## config.mk

```make
export PLATFORM = sky130hd
export DESIGN_NAME = ram_arb
export DESIGN_NICKNAME = d
export VERILOG_FILES = /design/src/rtl/ram_arb.sv
export SDC_FILE = /design/constraint.sdc
export NUM_CORES = 1
export LEC_CHECK = 0
export CORE_AREA = 2 2 127 117
export CTS_CLUSTER_SIZE = 10
export DETAILED_ROUTE_END_ITERATION = 12
export DIE_AREA = 0 0 129 119
export SLEW_MARGIN = 10
export SYNTH_ARGS = -nofsm -noshare
export SYNTH_HDL_FRONTEND = slang
export SYNTH_SLANG_ARGS = --single-unit
```

## constraint.sdc

```tcl
create_clock -name clk -period 3.5 [get_ports clk]
set_input_delay 0.35 -clock clk [delete_from_list [all_inputs] [get_ports clk]]
set_output_delay 0.35 -clock clk [all_outputs]
set_load 0.02 [all_outputs]
```

## src/rtl/ram_arb.sv

```systemverilog
// ram_arb: two-port arbiter/sequencer in front of the single PSRAM request port.
// Port A (DCJ11 bus cycles) has fixed priority. Port B (host DMA) is forced in
// after STARVE_MAX consecutive A grants made while B was waiting. Each grant
// issues one memory op and returns rdata, or a timeout error, to its owner.
module ram_arb #(
  parameter int unsigned ADDR_W     = 22,
  parameter int unsigned STARVE_MAX = 4,
  parameter int unsigned TIMEOUT    = 255
) (
  input  logic              clk,
  input  logic              rst,
  input  logic              a_req,
  input  logic              a_we,
  input  logic              a_byte,
  input  logic [ADDR_W-1:0] a_addr,
  input  logic [15:0]       a_wdata,
  output logic              a_ack,
  output logic [15:0]       a_rdata,
  input  logic              b_req,
  input  logic              b_we,
  input  logic              b_byte,
  input  logic [ADDR_W-1:0] b_addr,
  input  logic [15:0]       b_wdata,
  output logic              b_ack,
  output logic [15:0]       b_rdata,
  output logic              err,
  output logic              busy,
  input  logic              mem_init,
  output logic              mem_rd,
  output logic              mem_wr,
  output logic              mem_byte,
  output logic [ADDR_W-1:0] mem_addr,
  output logic [15:0]       mem_wdata,
  input  logic [15:0]       mem_rdata,
  input  logic              mem_done
);

  localparam logic [2:0] STARVE_LIM = 3'(STARVE_MAX);
  localparam logic [7:0] TMO_LIM    = 8'(TIMEOUT);

  typedef enum logic [1:0] {S_IDLE, S_ISSUE, S_WAIT, S_ACK} state_t;

  state_t              state_q;
  logic                owner_b_q;
  logic                we_q;
  logic [2:0]          starve_q;
  logic [7:0]          tmo_q;
  logic                a_ack_q, b_ack_q, err_q, busy_q;
  logic                mem_rd_q, mem_wr_q, mem_byte_q;
  logic [ADDR_W-1:0]   mem_addr_q;
  logic [15:0]         mem_wdata_q;
  logic [15:0]         a_rdata_q, b_rdata_q;

  logic                grant_d;
  logic                b_win_d;
  logic [2:0]          starve_d;

  // Winner selection and starvation-counter next value, evaluated in IDLE.
  always_comb begin
    grant_d  = mem_init && (a_req || b_req);
    b_win_d  = b_req && (!a_req || (starve_q == STARVE_LIM));
    starve_d = '0;
    if (!b_win_d && b_req) begin
      starve_d = (starve_q == STARVE_LIM) ? starve_q : starve_q + 3'd1;
    end
  end

  // Sequencer: IDLE -> ISSUE -> WAIT -> ACK, all outputs registered.
  // The strobe is registered on the granting edge so it is high exactly while
  // the FSM sits in ISSUE; err_q doubles as the timeout flag for the ACK cycle.
  always_ff @(posedge clk or posedge rst) begin
    if (rst) begin
      state_q     <= S_IDLE;
      owner_b_q   <= 1'b0;
      we_q        <= 1'b0;
      starve_q    <= '0;
      tmo_q       <= '0;
      a_ack_q     <= 1'b0;
      b_ack_q     <= 1'b0;
      err_q       <= 1'b0;
      busy_q      <= 1'b0;
      mem_rd_q    <= 1'b0;
      mem_wr_q    <= 1'b0;
      mem_byte_q  <= 1'b0;
      mem_addr_q  <= '0;
      mem_wdata_q <= '0;
      a_rdata_q   <= '0;
      b_rdata_q   <= '0;
    end else begin
      a_ack_q  <= 1'b0;
      b_ack_q  <= 1'b0;
      err_q    <= 1'b0;
      mem_rd_q <= 1'b0;
      mem_wr_q <= 1'b0;
      case (state_q)
        S_IDLE: begin
          if (grant_d) begin
            owner_b_q   <= b_win_d;
            we_q        <= b_win_d ? b_we : a_we;
            mem_byte_q  <= b_win_d ? b_byte : a_byte;
            mem_addr_q  <= b_win_d ? b_addr : a_addr;
            mem_wdata_q <= b_win_d ? b_wdata : a_wdata;
            mem_rd_q    <= b_win_d ? !b_we : !a_we;
            mem_wr_q    <= b_win_d ? b_we : a_we;
            starve_q    <= starve_d;
            busy_q      <= 1'b1;
            state_q     <= S_ISSUE;
          end
        end
        S_ISSUE: begin
          tmo_q   <= '0;
          state_q <= S_WAIT;
        end
        S_WAIT: begin
          if (mem_done) begin
            if (!we_q) begin
              if (owner_b_q) b_rdata_q <= mem_rdata;
              else           a_rdata_q <= mem_rdata;
            end
            a_ack_q <= !owner_b_q;
            b_ack_q <= owner_b_q;
            state_q <= S_ACK;
          end else if (tmo_q == TMO_LIM) begin
            if (!we_q) begin
              if (owner_b_q) b_rdata_q <= 16'hFFFF;
              else           a_rdata_q <= 16'hFFFF;
            end
            a_ack_q <= !owner_b_q;
            b_ack_q <= owner_b_q;
            err_q   <= 1'b1;
            state_q <= S_ACK;
          end else begin
            tmo_q <= tmo_q + 8'd1;
          end
        end
        S_ACK: begin
          busy_q  <= 1'b0;
          state_q <= S_IDLE;
        end
        default: begin
          busy_q  <= 1'b0;
          state_q <= S_IDLE;
        end
      endcase
    end
  end

  assign a_ack     = a_ack_q;
  assign b_ack     = b_ack_q;
  assign a_rdata   = a_rdata_q;
  assign b_rdata   = b_rdata_q;
  assign err       = err_q;
  assign busy      = busy_q;
  assign mem_rd    = mem_rd_q;
  assign mem_wr    = mem_wr_q;
  assign mem_byte  = mem_byte_q;
  assign mem_addr  = mem_addr_q;
  assign mem_wdata = mem_wdata_q;

endmodule

```

# Word-level counts from Yosys, hierarchy flattened
# Cells that the tools add are included.
[word_totals]
out_inout_bits = 77
word_cells = 92
register_bits = 92
[classes]
reduce_logical = 21
bitwise_logic = 2
eq_ne = 10
add_sub_neg = 2
muxes = 41
[ops]
columns = ["operator", "count"]
rows = [
  ["two-way mux 16 bit", 13],
  ["two-way mux 22 bit", 1],
  ["two-way mux 1 bit", 17],
  ["two-way mux 8 bit", 2],
  ["case mux 8 bit (2 select lines)", 1],
  ["adder 8 x 1 -> 8 bit, second input constant", 1],
  ["equality test 8 bit, second input constant", 1],
  ["inequality test 2 bit, second input constant", 4],
  ["case mux 2 bit (4 select lines)", 1],
  ["AND reduction 4 bit", 2],
  ["two-way mux 2 bit", 3],
  ["two-way mux 3 bit", 2],
  ["AND reduction 2 bit", 3],
  ["AND reduction 3 bit", 2],
  ["nonzero test 2 bit", 3],
  ["zero test 1 bit", 5],
  ["equality test 2 bit, second input constant", 2],
  ["adder 3 x 1 -> 3 bit, second input constant", 1],
  ["equality test 3 bit, second input constant", 1],
  ["logical AND 1 bit", 3],
  ["inequality test 3 bit, second input constant", 1],
  ["equality test 2 x 1 -> 1 bit, second input constant", 1],
  ["zero test 2 bit", 1],
  ["logical OR 1 bit", 2],
  ["other kinds (2)", 3],
]

# Logic depth before layout (Yosys ltp)
[logic_depth]
depth_word = 7
mapped_depth = 8

# Worst setup path before layout
# Ideal clock, no wire load.
[synth_path]
path_kind = "reg2reg"
from = "reg state_q[0]"
to = "reg mem_addr_q[16], in the netlist mem_addr[16]"
slack_ns = 1.976
t_arrival_ns = 1.391
period_less_slack_ns = 1.524
setup_time_ns = 0.133
path_stages_with_launch = 9
path_cell_list = "dfrtp_1 > inv_1 > ha_1 > inv_1 > or2_1 > buf_2 > buf_2 > nand2_1 > o21ai_0"
[synth_between]
elab_chain_len = 2
[synth_rtl]
columns = ["element", "line", "text"]
rows = [
  ["start, declared", "43", "state_t state_q;"],
  ["start signal, assigned", "73", "state_q <= S_IDLE;"],
  ["start signal, assigned", "107", "state_q <= S_ISSUE;"],
  ["start signal, assigned", "112", "state_q <= S_WAIT;"],
  ["zero test 2 bit", "95", "case (state_q)"],
  ["AND reduction 2 bit (no source line)", "-", ""],
  ["end signal, assigned", "101", "mem_addr_q <= b_win_d ? b_addr : a_addr;"],
  ["end, declared", "50", "logic [ADDR_W-1:0] mem_addr_q;"],
]
# No other way between the ends.
# A chain may end at the register's enable or synchronous reset.

# Worst setup path in the final report
[layout_path]
from = "reg starve_q[0]"
to = "reg mem_addr_q[15], in the netlist mem_addr[15]"
[layout_between]
elab_chain_len = 4
[layout_rtl]
columns = ["element", "line", "text"]
rows = [
  ["start, declared", "46", "logic [2:0] starve_q;"],
  ["start signal, assigned", "105", "starve_q <= starve_d;"],
  ["equality test 3 bit", "61", "b_win_d = b_req && (!a_req || (starve_q == STARVE_LIM));"],
  ["logical OR 1 bit", "61", ""],
  ["logical AND 1 bit", "61", ""],
  ["two-way mux 22 bit", "101", ""],
]
# No other way between the ends.

==> results.md <==
Critical path:
- In this design, the stage delay of the slowest critical-path cell is 610 ps.
- The category of the worst setup path capture point is a flip-flop.
- The nature of the critical path startpoint is a flip-flop.
- The highest fanout seen on the critical path is 22.
- The critical path data arrival time is 2330 ps.
- The critical path is of the reg2reg type.
- The slowest stage of the critical path is the a21bo_2 cell.
- The signal on the critical path passes through inv_1 > ha_1 > nand2_1 > a21bo_2 > buf_4 > mux2i_1 > o21ai_0.
- For the worst setup path, the data required time is 3690 ps.

Synthesis:
- The number of instances in the synthesized netlist is 350.
- The most used standard cell by instance count after synthesis is dfrtp_1.
- The share of synthesized area occupied by flip-flops and latches is 56.0%.
- Yosys attributes the largest share of cell area to dfrtp_1, mux2i_1, o22a_2, o21ai_0, nand2_1.
- The most used flip-flop cell after synthesis is dfrtp_1.
- The library cell with the largest summed area after synthesis is dfrtp_1.
- Yosys printed 0 warnings.
- Averaged over all synthesized cells, the footprint is 11.8 µm².
- By count the netlist is led by dfrtp_1, nand2_1, o21ai_0, mux2i_1, o22a_2.
- Synthesis instantiated 46 different standard cells from the library.
- The combined area of all synthesized cells is 4110 µm².
- Of the post-synthesis cell area, the dominant cell type holds 56.0%.
- In this run, synthesis inferred 0 flip-flops with an integrated enable.
- For this run, asynchronously set or reset flops after synthesis account for 100%.
- Counting every net in the synthesized netlist gives 460.
- The number of flip-flops and latches in the synthesized netlist is 92.

Power and ir drop:
- The analysis attributes to cell leakage a power of 0.00283 µW.
- For this design the ratio of total power to cell area is 801 nW/µm².
- The peak ir drop on the vdd network is 288 µV.

Routing:
- The detailed router finished its first iteration with 132 violations.
- After detailed routing, the average wire length per cell comes to 14.4 µm.
- After detailed routing, the number of vias per cell comes to 4.44.
- The total wire length is 10,400 µm.
- The detailed-route via count is 3,218.
- The count of unresolved DRC violations after routing is 0.
- The number of routed nets with antenna violations is 0.
- The first detailed-routing pass ran for 4 iterations.

Clock network:
- TritonCTS built the clock tree.
- CTS built an H-tree with a depth of 3.
- In this run, post-CTS hold repair placed 0 buffers.
- After clock tree synthesis, the setup repair step added 0 buffers.
- Gates resized during post-CTS repair numbered 0.
- Clock-pin slew was measured on the worst setup and hold paths at 60 ps.
- TritonCTS created 9 clock buffers.
- No sink is reached through more buffers than the 2 on the longest clock path.
- The clock insertion delay at the later pin of the skew report is 340 ps.
- The number of sinks driven by the clock tree is 92.
- The root buffer cell is clkbuf_16.

Layout:
- Counting the fill cells in the layout gives 1,347.
- The diode insertion count for antenna repair is 0.
- Of the cells placed in the final design, the portion with a size suffix greater than 1 is 12.4%.
- The area growth from synthesis to layout is 54.6%.
- For this run, the post-layout net count is 632.

Floorplanning:
- The floorplan step set the die height to 119 µm.
- The full die area is 15,400 µm².
- The initial core utilization is 28.9%.
- After floorplanning, the core was divided into 42 placement rows.
- The die is 129 µm wide.
- Pin placement for this block handled 179 I/O pins.
- The area of the core region is 14,200 µm².

Place:
- The worst setup slack after placement is 1040 ps.
- Detailed placement ended at an HPWL of 7640 µm.
- At the end of routability-driven placement, the weighted congestion stood at 0.734.
- The count of buffers added on input and output ports is 178.

STA:
- For the final routed database, the setup TNS stands at 0 ps.
- The worst path meets setup with 1350 ps of slack.
- For the final database, setup skew stands at 8.12 ps.
- For the pin with the worst max-slew slack, the measured transition is 835 ps.
- The number of hold-slack violations in the final timing report is 0.
- Based on the critical path, the design can be clocked at up to 466 MHz.
- The shortest clock period the worst path allows after layout is 2150 ps.
- Setup repair after global routing left no endpoint under its margin.
- The max-slew violation count is 0.
- The tightest slew margin relative to the limit is 44.3%.
- The post-route fraction of the period consumed by the critical path is 61.3%.
- Setup violations remaining at the end of the flow were counted as 0.

Hold path:
- The classification of the worst-slack hold path is reg2reg.

Run status:
- The run finished with clean final reports.

Job:
- The number of max-capacitance violations reported is 0.

Global routing:
- The first global-routing pass estimated 16,800 µm of wire.
- The overall routing resource usage is 13.9%.
- The sum of overflow across all layers after global routing is 0.
- The via count of the first global-routing pass was 3,288.
- The initial antenna violation count is 0.
- The pin count of the biggest net entering global routing is 93.
==> per-stage QoR <==
stage                     cell area (µm²)  std cells  hold slack, ps  total power (µW)  utilization, %
after CTS                            6360        724             484              5170            44.6
after detailed placement             6020        709             469              4040            42.3
after global routing                 6360        724             503              5400            44.7
final                                6360        724             476              5090            44.7
after floorplan                      4110        350             461              2920               -
after global placement               6020        709             460              3980            42.3
==> cell type report <==
| type | instances | area, µm² | area share [%] |
|---|---|---|---|
| repair buffers | 182 | 1810 | 28.5 |
| clock buffers | 10 | 239 | 3.76 |
| well taps | 198 | 248 | 3.90 |
| clock inverters | 5 | 100 | 1.57 |
| multi-input cells | 229 | 1620 | 25.5 |
| inverters | 8 | 35.0 | 0.551 |
| flip-flops and latches | 92 | 2300 | 36.2 |
==> path summary, 6_finish.rpt <==
path / startpoint / to / slack, ps / depth (start not counted)
setup / recovery: starve_q[0]$_DFFE_PP0P_ / mem_addr[15]$_DFFE_PP0P_ / 1350 / 7
min in group asynchronous: rst / a_rdata[3]$_DFFE_PP0P_ / 540 / 2
max in group asynchronous: rst / mem_addr[7]$_DFFE_PP0P_ / 2370 / 2
hold / removal: mem_addr[8]$_DFFE_PP0P_ / mem_addr[8]$_DFFE_PP0P_ / 480 / 2
setup reg to reg: starve_q[0]$_DFFE_PP0P_ / mem_addr[15]$_DFFE_PP0P_ / 1350 / 7
hold reg to reg: mem_addr[8]$_DFFE_PP0P_ / mem_addr[8]$_DFFE_PP0P_ / 480 / 2
==> power by group <==
part	internal (µW)	leakage [µW]	switching, µW
Combinational	1110	0.00151	1110
Clock	711	0.000168	391
Sequential	1510	0.00115	261
Total	3330	0.00283	1760
==> cell families after synthesis <==
group           after synthesis  share of synthesized area (%)
compound gates               97                           17.2
flops                        92                           56.0
simple gates                 81                           9.31
mux                          42                           10.3
buf+inv                      29                           4.56
fa+ha+maj                     8                           2.43
xor+xnor                      1                          0.213
==> cells in the final DEF (no fill, tap or decap), types with 2 or more instances in the layout <==
cell type / instances
dfrtp_1: 92
o31ai_1: 2
or3_1: 2
a22o_1: 2
nor2_1: 7
nor2b_1: 2
clkinv_2: 2
clkbuf_16: 9
nand2_1: 46
clkdlybuf4s50_1: 178
mux2i_1: 40
ha_1: 8
o21a_1: 2
nand3_1: 11
inv_1: 7
buf_4: 4
o211ai_1: 2
o211a_4: 2
o22a_2: 30
a21oi_1: 4
bufinv_16: 3
o21ai_0: 46
==> flip-flops by register name (all words and copies together), names as in the netlist, 2 cells and up <==
| signal | cells |
|---|---|
| a_rdata | 16 |
| b_rdata | 16 |
| starve_q | 3 |
| tmo_q | 8 |
| mem_addr | 22 |
| mem_wdata | 16 |
| state_q | 2 |
==> routing by layer <==
layer,vias up,global-route usage [%],share of wire [%]
met1,1498,17.6,44
met3,10,5.88,8.0
met2,126,21.8,46
li1,1584,-,-
met4,0,3.87,1.3
met5,-,0,0
==> worst max-delay path: cells and delay by family, from the launching register on <==
family / cells / cell delay [ps]
compound gates: 2 / 720
flops: 1 / 350
fa+ha+maj: 1 / 190
mux: 1 / 230
simple gates: 1 / 110
buf+inv: 2 / 400
No activity file was read; power rests on OpenSTA's default activity.
